`src/rtl/score_pkg.sv`:
```
// Shared types and constants for the game score path.
// Round width matches the combined output of the eight-player round combiner.
package score_pkg;

  localparam int ROUND_W     = 4;
  localparam int NUM_PLAYERS = 8;

  typedef enum logic [2:0] {
    IDLE = 3'd0,
    PLAY = 3'd1,
    WIN  = 3'd2,
    LOSE = 3'd3,
    DRAW = 3'd4
  } state_t;

endpackage

```
`src/rtl/sat_add.sv`:
```
// Signed saturating adder: a (A_W) + sign-extended b (B_W), clamped to A_W bits.
// Purely combinational; B_W must not exceed A_W.
module sat_add #(
  parameter int A_W = 8,
  parameter int B_W = 4
) (
  input  logic signed [A_W-1:0] i_a,
  input  logic signed [B_W-1:0] i_b,
  output logic signed [A_W-1:0] o_sum
);

  logic signed [A_W:0] w_a_ext;
  logic signed [A_W:0] w_b_ext;
  logic signed [A_W:0] w_sum;

  assign w_a_ext = {i_a[A_W-1], i_a};
  assign w_b_ext = {{(A_W+1-B_W){i_b[B_W-1]}}, i_b};
  assign w_sum   = w_a_ext + w_b_ext;

  // The top two bits disagree only when the result left the A_W-bit range.
  always_comb begin
    o_sum = w_sum[A_W-1:0];
    if (w_sum[A_W] != w_sum[A_W-1]) begin
      o_sum = w_sum[A_W] ? {1'b1, {(A_W-1){1'b0}}} : {1'b0, {(A_W-1){1'b1}}};
    end
  end

endmodule

```
`src/rtl/score_accumulator.sv`:
```
// Accumulates signed round sums into a saturating game total and decides WIN/LOSE/DRAW.
// One game per start pulse; rounds are accepted only while playing (round_ready).
module score_accumulator
  import score_pkg::*;
#(
  parameter int TOTAL_W    = 8,
  parameter int NUM_ROUNDS = 8,
  parameter int WIN_SCORE  = 12,
  parameter int LOSE_SCORE = -8
) (
  input  logic               clk,
  input  logic               reset,
  input  logic               start,
  input  logic               round_valid,
  input  logic [3:0]         round_sum,
  output logic               round_ready,
  output logic [TOTAL_W-1:0] total,
  output logic [3:0]         rounds_done,
  output logic               win,
  output logic               lose,
  output logic               draw
);

  state_t                     r_state;
  state_t                     w_state_nxt;
  logic signed [TOTAL_W-1:0]  r_total;
  logic signed [TOTAL_W-1:0]  w_new_total;
  logic [3:0]                 r_rounds_done;
  logic [3:0]                 w_rounds_inc;
  logic                       w_accept;
  logic                       w_restart;

  sat_add #(
    .A_W (TOTAL_W),
    .B_W (ROUND_W)
  ) u_sat_add (
    .i_a   (r_total),
    .i_b   (round_sum),
    .o_sum (w_new_total)
  );

  assign w_accept     = (r_state == PLAY) && round_valid;
  assign w_restart    = (r_state != PLAY) && start;
  assign w_rounds_inc = r_rounds_done + 4'd1;

  // Thresholds are checked before the round limit so a final-round win/loss is not a draw.
  always_comb begin
    w_state_nxt = r_state;
    unique case (r_state)
      PLAY: begin
        if (w_accept) begin
          if (int'(w_new_total) >= WIN_SCORE) begin
            w_state_nxt = WIN;
          end else if (int'(w_new_total) <= LOSE_SCORE) begin
            w_state_nxt = LOSE;
          end else if (w_rounds_inc == 4'(NUM_ROUNDS)) begin
            w_state_nxt = DRAW;
          end
        end
      end
      IDLE, WIN, LOSE, DRAW: begin
        if (start) begin
          w_state_nxt = PLAY;
        end
      end
      default: w_state_nxt = IDLE;
    endcase
  end

  always_ff @(posedge clk) begin
    if (reset) begin
      r_state       <= IDLE;
      r_total       <= '0;
      r_rounds_done <= '0;
    end else begin
      r_state <= w_state_nxt;
      if (w_restart) begin
        r_total       <= '0;
        r_rounds_done <= '0;
      end else if (w_accept) begin
        r_total       <= w_new_total;
        r_rounds_done <= w_rounds_inc;
      end
    end
  end

  assign round_ready = (r_state == PLAY);
  assign win         = (r_state == WIN);
  assign lose        = (r_state == LOSE);
  assign draw        = (r_state == DRAW);
  assign total       = r_total;
  assign rounds_done = r_rounds_done;

endmodule

```
`config.mk`:
```
export PLATFORM = sky130hd
export DESIGN_NAME = score_accumulator
export DESIGN_NICKNAME = d
export VERILOG_FILES = /design/src/rtl/score_pkg.sv /design/src/rtl/sat_add.sv /design/src/rtl/score_accumulator.sv
export SDC_FILE = /design/constraint.sdc
export NUM_CORES = 1
export LEC_CHECK = 0
export ABC_AREA = 0
export CELL_PAD_IN_SITES_DETAIL_PLACEMENT = 1
export CELL_PAD_IN_SITES_GLOBAL_PLACEMENT = 1
export CORE_UTILIZATION = 40
export DETAILED_ROUTE_END_ITERATION = 10
export GPL_ROUTABILITY_DRIVEN = 0
export GPL_TIMING_DRIVEN = 0
export PLACE_DENSITY = 0.84
export SETUP_SLACK_MARGIN = 0.3
export SLEW_MARGIN = 20
export SYNTH_ARGS = -nofsm -noshare
export SYNTH_HDL_FRONTEND = slang
export SYNTH_SLANG_ARGS = --single-unit
```
`constraint.sdc`:
```
create_clock -name clk -period 6.4 [get_ports clk]
set_input_delay 1.92 -clock clk [delete_from_list [all_inputs] [get_ports clk]]
set_output_delay 1.92 -clock clk [all_outputs]
set_load 0.02 [all_outputs]
```
==> results of run 1 <==
power breakdown:
group / internal (mW) / switching, mW / total (mW)
Sequential: 0.105 / 0.00890 / 0.114
Clock: 0.0232 / 0.0319 / 0.0552
Combinational: 0.0987 / 0.150 / 0.249
Total: 0.227 / 0.191 / 0.417
cells in the final DEF (no fill, tap or decap), types with 4 or more instances in the layout:
cell / netlist / final
clkbuf_1: 5 / 5
dfxtp_1: 15 / 15
nor2_1: 20 / 20
clkdlybuf4s50_1: 0 / 23
a211oi_1: 8 / 8
maj3_1: 5 / 5
a21oi_1: 9 / 9
nor3b_1: 5 / 5
nand2_1: 12 / 12
inv_1: 8 / 8
xor2_1: 4 / 4
ha_1: 9 / 9
nand2b_1: 4 / 4
nor3_1: 6 / 6
per-stage QoR:
stage                util  hold slack (ns)  std cells  cell area (sq um)
floorplan               -            0.520        158               1300
global placement    0.518            0.492        225               1580
detailed placement  0.518            0.518        225               1580
CTS                 0.527            0.535        229               1610
global route        0.527            0.566        229               1610
finish              0.527            0.530        229               1610
cell families (layout without fill, tap and decap cells):
group                      after synthesis  in the layout  synth area share
adders and majority gates               16             16             0.149
DFF                                     15             15             0.231
buffers and inverters                   16             43            0.0482
xor gates and xnor gates                 9              9            0.0810
AOI/OAI and AO/OA                       40             40             0.246
and+or+nand+nor                         62             62             0.244
synthesized netlist by cell type (2+ instances only):
library cell	instances
o21a_1	2
nor4_1	2
nor3_1	6
o21ai_0	3
nand2_1	12
xnor2_1	3
o21ai_1	2
nor3b_1	5
and3_1	3
a211oi_2	2
dfxtp_1	15
clkbuf_1	5
a21oi_1	9
a211oi_1	8
or3_1	2
ha_1	9
o32ai_1	2
inv_1	8
maj3_1	5
nand2b_1	4
nor2_1	20
xor2_1	4
layout make-up:
type / count / area, sq um / share of cell area
clock inverters: 1 / 5.00 / 0.00311
flip-flops and latches: 15 / 300 / 0.186
plain buffers: 7 / 28.8 / 0.0179
clock buffers: 3 / 22.5 / 0.0140
well taps: 44 / 55.1 / 0.0342
inverters: 9 / 33.8 / 0.0210
repair buffers: 23 / 230 / 0.143
multi-input cells: 127 / 935 / 0.580
worst reg2reg max path: cells and delay by family, from the launching register on:
kind,cells,cell delay [ns]
fa+ha+maj,2,0.59
flops,1,0.37
compound gates,3,0.81
simple gates,4,0.76
buf+inv,1,0.06
registers in the layout, summed over array words and instances (netlist names):
signal / cells
total: 8
rounds_done: 4
r_state: 3
final timing paths:
kind	startpoint	end	cells after the start
setup / recovery	round_sum[3]	r_state[2]$_SDFFE_PP0P_	9
hold / removal	total[5]$_SDFFE_PP0P_	total[5]$_SDFFE_PP0P_	2
setup reg to reg	total[0]$_SDFFE_PP0P_	r_state[2]$_SDFFE_PP0P_	10
hold reg to reg	total[5]$_SDFFE_PP0P_	total[5]$_SDFFE_PP0P_	2
per-layer routing:
metal | vias up | part of all wire | global-route usage
met5 | - | 0 | 0
met4 | 0 | 0.0084 | 0.0442
met3 | 4 | 0.024 | 0.0396
met2 | 19 | 0.51 | 0.412
met1 | 627 | 0.46 | 0.293
li1 | 630 | - | -
==> results by group, run 1 <==
Setup path
  • R2R Setup Slk: roughly 3.7 ns
  • Max Fanout on Critical Path: 5
  • CP Capture Type: register
  • Req. time, crit path: 6.60 ns
  • CP Launch Type: primary input
  • Crit path buffers/inverters: 1
  • Worst Setup Path Type: in -> reg
  • CP max stage cell: o311ai_1
  • Critical path, cell by cell: clkdlybuf4s50_1 > ha_1 > o21ai_1 > a21oi_1 > o311ai_1 > nand2_2 > nor4_2 > nor3_1 > a211oi_2
  • Slowest stage delay, CP: 0.62 ns
  • CP top delay family: compound AO/OA/AOI/OAI gates
  • Critical path data arrival time: 4.61 ns

Hold path
  • Min-Delay Path Class: reg -> reg

Floorplanning
  • Initial Util: 0.425
  • Die Height: 59.0 um
  • Die area: 0.00348 sq mm
  • Number of core rows: 20
  • Die width: 59.0 um
  • I/O pin total: 24
  • Core region area: 0.00305 sq mm

STA
  • Final setup margin: between 1.5 and 2 ns
  • Fin. Hold Viols: 0
  • Finish-stage setup viols: 0
  • Period minus WS final: 4.41 ns
  • FMAX: 0.227 GHz
  • RSZ-0062 raised after global routing: no
  • Relative slew slack: 0.548
  • Worst-margin pin slew: 0.668 ns
  • Setup TNS: 0 ns
  • Max-slew violations: 0
  • Clock Skew: 0.0127 ns
  • Final critical-path share of the clock period: 0.689

Pwr
  • Final Total Pwr: around 420 uW
  • PwrDens: 259 mW/mm^2
  • Maximum vdd drop: 147 uV
  • Leak: about 0.56 nW

Outcome
  • Outcome: complete, no violations

Clock tree
  • TritonCTS clock tree: done
  • Worst-path clk slew: 0.08 ns
  • Resized Gates After CTS: 0
  • CTS root buf: clkbuf_4
  • Post-CTS setup buffers: 0
  • CTS HTree Levels: 1
  • Post-CTS Hold Buffers: 0
  • CTS Buffer Depth: 2
  • CTS Buf Count: 3
  • Clk sinks: 15
  • Clk_lat worst skew: about 0.29 ns

Global routing
  • First-pass GRT wire length: approximately 6100 um
  • Antenna violations before repair: 0
  • Vias in the first global route: about 1,300
  • GRT overflow: 0
  • Total GRT Usage: 0.231
  • Largest net degree at the start of global routing: 11

Place
  • DPL Wire Length: between 3000 and 4000 um
  • I/O Buffers: 23
  • Worst slack at placement: about 1.7 ns

Synthesis
  • Yosys reg bits: 15
  • Synth top area share: 0.231
  • Syn Area/Cell: 8.21 sq um
  • Register area share after synthesis: 0.231
  • Post-synthesis cell count: 158
  • Top cell type by total area after synthesis: dfxtp_1
  • Synth Cell Area: 0.00130 sq mm
  • Unique masters post-synth: 49
  • EDFF count, synth: 0
  • Top cells by area, synth: dfxtp_1 23%, ha_1 8.7%, nor2_1 5.8%
  • Synth Warn #: 0
  • Synth async-reset ratio: 0
  • Syn_nets: ~180
  • Dominant synthesized flop cell: dfxtp_1

Finish
  • Filler instances: a little under 400
  • Final-stage net count: 204
  • Synth-to-Final Area Change: 24.1%
  • Antenna fix cells: 0
  • Share of layout cells above drive strength 1: 0.103

Routing
  • Drt pass-1 iters: 4
  • 1st-iter DRT viols: 39
  • Vias: 1,280
  • Final ANT Viol Nets: 0
  • Drt via density: 5.59
  • Drt drc: 0
  • Wire per inst: 16.2 um
  • Post-Route WL: roughly 3700 um

Run
  • Max-Cap Viols: 0
(Power assumes the default switching activity.)
==> run 2: changes to the inputs <==
--- a/config.mk
+++ b/config.mk
@@ -8,11 +8,11 @@
 export ABC_AREA = 0
 export CELL_PAD_IN_SITES_DETAIL_PLACEMENT = 1
 export CELL_PAD_IN_SITES_GLOBAL_PLACEMENT = 1
-export CORE_UTILIZATION = 40
+export CORE_UTILIZATION = 38
 export DETAILED_ROUTE_END_ITERATION = 10
 export GPL_ROUTABILITY_DRIVEN = 0
 export GPL_TIMING_DRIVEN = 0
-export PLACE_DENSITY = 0.84
+export PLACE_DENSITY = 0.81
 export SETUP_SLACK_MARGIN = 0.3
 export SLEW_MARGIN = 20
 export SYNTH_ARGS = -nofsm -noshare
==> constraint.sdc (replaced) <==
create_clock -name clk -period 4.4 [get_ports clk]
set_input_delay 1.32 -clock clk [delete_from_list [all_inputs] [get_ports clk]]
set_output_delay 1.32 -clock clk [all_outputs]
set_load 0.02 [all_outputs]
==> results by group, run 2 (same netlist as run 1, synthesis figures left out) <==
Pwr
  • Maximum vdd drop: 244 uV
  • Leak: 0.562 nW
  • Final Total Pwr: 611 uW
  • PwrDens: 380 mW/mm^2

STA
  • Period minus WS final: around 3.8 ns
  • Max-slew violations: 0
  • Clock Skew: 0.00531 ns
  • Fin. Hold Viols: 0
  • Setup TNS: 0 ns
  • RSZ-0062 raised after global routing: no
  • FMAX: 0.262 GHz
  • Worst-margin pin slew: 0.716 ns
  • Finish-stage setup viols: 0
  • Final critical-path share of the clock period: 0.866
  • Relative slew slack: 0.519

Setup path
  • CP max stage cell: clkdlybuf4s50_1
  • Critical path, cell by cell: clkdlybuf4s50_1 > ha_1 > inv_1 > fa_1 > nand2b_1 > a211oi_1 > o21ai_1 > maj3_1 > a211oi_1
  • Worst Setup Path Type: in -> reg
  • CP Capture Type: register
  • Critical path data arrival time: approximately 4.0 ns
  • Slowest stage delay, CP: 0.46 ns
  • Req. time, crit path: 4.61 ns
  • Crit path top cell by count: a211oi_1
  • R2R depth: 8
  • CP Launch Type: primary input
  • Worst Setup SP: round_sum[0]
  • Reg-to-Reg Start: total[0]$_SDFFE_PP0P_
  • Max Fanout on Critical Path: 9
  • Reg2Reg Capture Point: total[2]$_SDFFE_PP0P_
  • R2R Setup Slk: ~1.7 ns

Routing
  • Final ANT Viol Nets: 0
  • 1st-iter DRT viols: 36
  • Drt drc: 0
  • Vias: about 1,300
  • Wire per inst: 16.0 um
  • Drt via density: 5.58
  • Drt pass-1 iters: 4
  • Post-Route WL: ~3700 um

Hold path
  • Min-Delay Path Class: reg -> reg
  • Min-Delay Endpoint: rounds_done[1]$_SDFFE_PP0P_
  • Hold Startpoint: rounds_done[1]$_SDFFE_PP0P_
  • Cell depth of the worst hold path: 2

Finish
  • Register Area: 300 sq um
  • Antenna fix cells: 0
  • Max reg flops: 8
  • Commonest non-fill, non-tap cell in the layout: clkdlybuf4s50_1
  • Footprint of the multi-input gates: 935 sq um
  • Most frequent cells in the layout: 23 x clkdlybuf4s50_1, 20 x nor2_1, 15 x dfxtp_1, 12 x nand2_1
  • Share of layout cells above drive strength 1: 0.103
  • Final-stage net count: 204
  • Filler instances: 400
  • Synth-to-Final Area Change: 24.1%

Clock tree
  • Clk sinks: 15
  • Worst-path clk slew: 0.10 ns
  • CTS Buf Count: 3
  • Post-CTS setup buffers: 0
  • CTS Buffer Depth: 2
  • Resized Gates After CTS: 0
  • CTS root buf: clkbuf_4
  • Clk_lat worst skew: 0.29 ns
  • Post-CTS Hold Buffers: 0
  • TritonCTS clock tree: done
  • CTS HTree Levels: 1

Global routing
  • Antenna violations before repair: 0
  • Total GRT Usage: 0.215
  • Largest net degree at the start of global routing: 11
  • First-pass GRT wire length: between 5000 and 6000 um
  • GRT overflow: 0
  • Vias in the first global route: 1,237

Floorplanning
  • Core region area: between 0.003 and 0.004 sq mm
  • Die Height: between 60 and 70 um
  • Die area: between 0.003 and 0.004 sq mm
  • Initial Util: 0.412
  • Number of core rows: 20
  • I/O pin total: 24
  • Die width: around 60 um

Outcome
  • Outcome: complete, no violations

Run
  • Max-Cap Viols: 0

Place
  • I/O Buffers: 23
  • DPL Wire Length: 2890 um
## run 2: cell counts in the layout (fill, tap and decap cells not counted)
No cell type changed its count.
## run 2: final cells by class
type	instances	share of cell area
multi-input cells	127	0.580
clock buffers	3	0.0140
clock inverters	1	0.00311
inverters	9	0.0210
well taps	44	0.0342
plain buffers	7	0.0179
flip-flops and latches	15	0.186
repair buffers	23	0.143
## run 2: worst max path at each step
stage | to | slack [ns] | cells past startpoint
floorplan | r_state[0]$_SDFFE_PP0P_ | 1.11 | 10
global placement | r_state[2]$_SDFFE_PP0P_ | 0.40 | 11
detailed placement | total[2]$_SDFFE_PP0P_ | 0.28 | 9
CTS | total[2]$_SDFFE_PP0P_ | 0.58 | 9
global route | total[4]$_SDFFE_PP0P_ | 0.41 | 9
finish | total[2]$_SDFFE_PP0P_ | 0.59 | 9
## run 2: worst max-delay path: cells and delay by family
family,cells,cell delay (ns)
and+or+nand+nor,1,0.22
AOI/OAI and AO/OA,3,0.92
buffers and inverters,2,0.52
adders and majority gates,3,1.03
## run 2: power breakdown
| group | switching [mW] | internal [mW] |
|---|---|---|
| Clock | 0.0501 | 0.0339 |
| Combinational | 0.219 | 0.144 |
| Sequential | 0.0130 | 0.152 |
| Total | 0.282 | 0.330 |
## run 2: layer usage
layer,up-vias,global-route usage,part of all wire
li1,634,-,-
met1,607,0.288,0.47
met2,32,0.369,0.48
met3,4,0.0384,0.043
met4,0,0.0292,0.0044
met5,-,0,0
## run 2: through the flow
step / area, sq um / hold WS (ns) / instances / util / worst slack, ns
2_1_floorplan: 1300 / 0.520 / 158 / - / 1.11
5_1_grt: 1610 / 0.568 / 229 / 0.511 / 0.412
3_3_place_gp: 1580 / 0.495 / 225 / 0.502 / 0.399
6_report: 1610 / 0.530 / 229 / 0.511 / 0.588
4_1_cts: 1610 / 0.525 / 229 / 0.511 / 0.580
3_5_place_dp: 1580 / 0.513 / 225 / 0.502 / 0.277
==> run 3: changes to the inputs <==
--- a/config.mk
+++ b/config.mk
@@ -8,11 +8,13 @@
 export ABC_AREA = 0
 export CELL_PAD_IN_SITES_DETAIL_PLACEMENT = 1
 export CELL_PAD_IN_SITES_GLOBAL_PLACEMENT = 1
-export CORE_UTILIZATION = 38
+export CORE_UTILIZATION = 40
+export CTS_CLUSTER_SIZE = 28
 export DETAILED_ROUTE_END_ITERATION = 10
+export DONT_BUFFER_PORTS = 1
 export GPL_ROUTABILITY_DRIVEN = 0
 export GPL_TIMING_DRIVEN = 0
-export PLACE_DENSITY = 0.81
+export PLACE_DENSITY = 0.71
 export SETUP_SLACK_MARGIN = 0.3
 export SLEW_MARGIN = 20
 export SYNTH_ARGS = -nofsm -noshare
==> results by group, run 3 (same netlist as run 1, synthesis figures left out) <==
Outcome
  • Outcome: complete, no violations

Routing
  • Drt via density: 5.61
  • Drt drc: 0
  • Drt pass-1 iters: 3
  • 1st-iter DRT viols: 24
  • Post-Route WL: 3430 um
  • Vias: 1,156
  • Wire per inst: between 15 and 20 um
  • Final ANT Viol Nets: 0

Floorplanning
  • I/O pin total: 24
  • Number of core rows: 20
  • Die area: around 0.0035 sq mm
  • Die Height: about 59 um
  • Die width: 59.0 um
  • Initial Util: 0.425
  • Core region area: 0.00305 sq mm

Setup path
  • Critical path data arrival time: 3.59 ns
  • CP Launch Type: primary input
  • Req. time, crit path: roughly 4.6 ns
  • R2R Setup Slk: 1.49 ns
  • Reg2Reg Capture Point: r_state[2]$_SDFFE_PP0P_
  • Reg-to-Reg Start: total[0]$_SDFFE_PP0P_
  • Worst Setup Path Type: in -> reg
  • R2R depth: 10
  • Max Fanout on Critical Path: 4
  • CP Capture Type: register
  • Worst Setup SP: round_sum[0]

Hold path
  • Min-Delay Path Class: reg -> reg
  • Cell depth of the worst hold path: 2
  • Min-Delay Endpoint: r_state[2]$_SDFFE_PP0P_
  • Hold Startpoint: r_state[2]$_SDFFE_PP0P_

Finish
  • Share of layout cells above drive strength 1: 0.117
  • Register Area: 300 sq um
  • Max reg flops: 8
  • Most frequent cells in the layout: 20 x nor2_1, 15 x dfxtp_1, 12 x nand2_1, 9 x a21oi_1, 9 x ha_1
  • Final-stage net count: 181
  • Commonest non-fill, non-tap cell in the layout: nor2_1
  • Antenna fix cells: 0
  • Filler instances: 396
  • Synth-to-Final Area Change: 6.36%
  • Footprint of the multi-input gates: 935 sq um

STA
  • Setup TNS: 0 ns
  • FMAX: 0.296 GHz
  • Period minus WS final: between 3 and 4 ns
  • Finish-stage setup viols: 0
  • Relative slew slack: 0.532
  • RSZ-0062 raised after global routing: no
  • Clock Skew: 0.00632 ns
  • Fin. Hold Viols: 0
  • Max-slew violations: 0
  • Final critical-path share of the clock period: 0.768
  • Worst-margin pin slew: 0.698 ns

Place
  • I/O Buffers: 0
  • DPL Wire Length: 2720 um

Run
  • Max-Cap Viols: 0

Clock tree
  • Clk sinks: 15
  • CTS Buffer Depth: 2
  • CTS Buf Count: 3
  • Resized Gates After CTS: 0
  • Post-CTS setup buffers: 0
  • Clk_lat worst skew: 0.29 ns
  • CTS HTree Levels: 1
  • Worst-path clk slew: around 0.090 ns
  • Post-CTS Hold Buffers: 0
  • CTS root buf: clkbuf_4
  • TritonCTS clock tree: done

Pwr
  • Leak: 0.479 nW
  • PwrDens: between 400 and 500 mW/mm^2
  • Maximum vdd drop: around 180 uV
  • Final Total Pwr: ~570 uW

Global routing
  • Total GRT Usage: 0.221
  • First-pass GRT wire length: 5800 um
  • Vias in the first global route: 1,239
  • GRT overflow: 0
  • Antenna violations before repair: 0
  • Largest net degree at the start of global routing: 11
## run 3: critical path, stage by stage
cell	delay, ns
ha_1	0.18
inv_1	0.07
fa_1	0.41
nand2b_1	0.24
a21oi_1	0.22
o311ai_1	0.23
or3_1	0.40
nor3_1	0.21
nor3_1	0.11
a211oi_2	0.20
## run 3: stage by stage
step | setup WS, ns | hold WS [ns] | cells | util | area [sq um]
2_1_floorplan | 1.11 | 0.520 | 158 | - | 1300
6_report | 1.02 | 0.580 | 206 | 0.452 | 1380
3_3_place_gp | 0.858 | 0.554 | 202 | 0.443 | 1350
4_1_cts | 1.02 | 0.582 | 206 | 0.452 | 1380
3_5_place_dp | 0.738 | 0.565 | 202 | 0.443 | 1350
5_1_grt | 0.893 | 0.608 | 206 | 0.452 | 1380
## run 3: area by class of cell
class                           instances  area share
Buffer                                  7      0.0209
Sequential cell                        15       0.218
Multi-Input combinational cell        127       0.677
Clock buffer                            3      0.0163
Clock inverter                          1     0.00363
Tap cell                               44      0.0399
Inverter                                9      0.0245
## run 3: per-layer routing
metal / up-vias / track usage / routed length (um)
met5: - / 0 / 0
met4: 0 / 0.0340 / 0
met3: 0 / 0.0725 / 165
met2: 23 / 0.356 / 1610
met1: 547 / 0.293 / 1650
li1: 586 / - / -
## run 3: how the worst max path moves through the flow
stage / end
after global routing: r_state[2]$_SDFFE_PP0P_
final: r_state[2]$_SDFFE_PP0P_
after CTS: r_state[2]$_SDFFE_PP0P_
after global placement: r_state[2]$_SDFFE_PP0P_
after detailed placement: r_state[2]$_SDFFE_PP0P_
after floorplan: r_state[0]$_SDFFE_PP0P_
## run 3: power by group
group / internal, mW / switching, mW
registers: 0.152 / 0.0290
logic: 0.111 / 0.193
clock network: 0.0338 / 0.0468
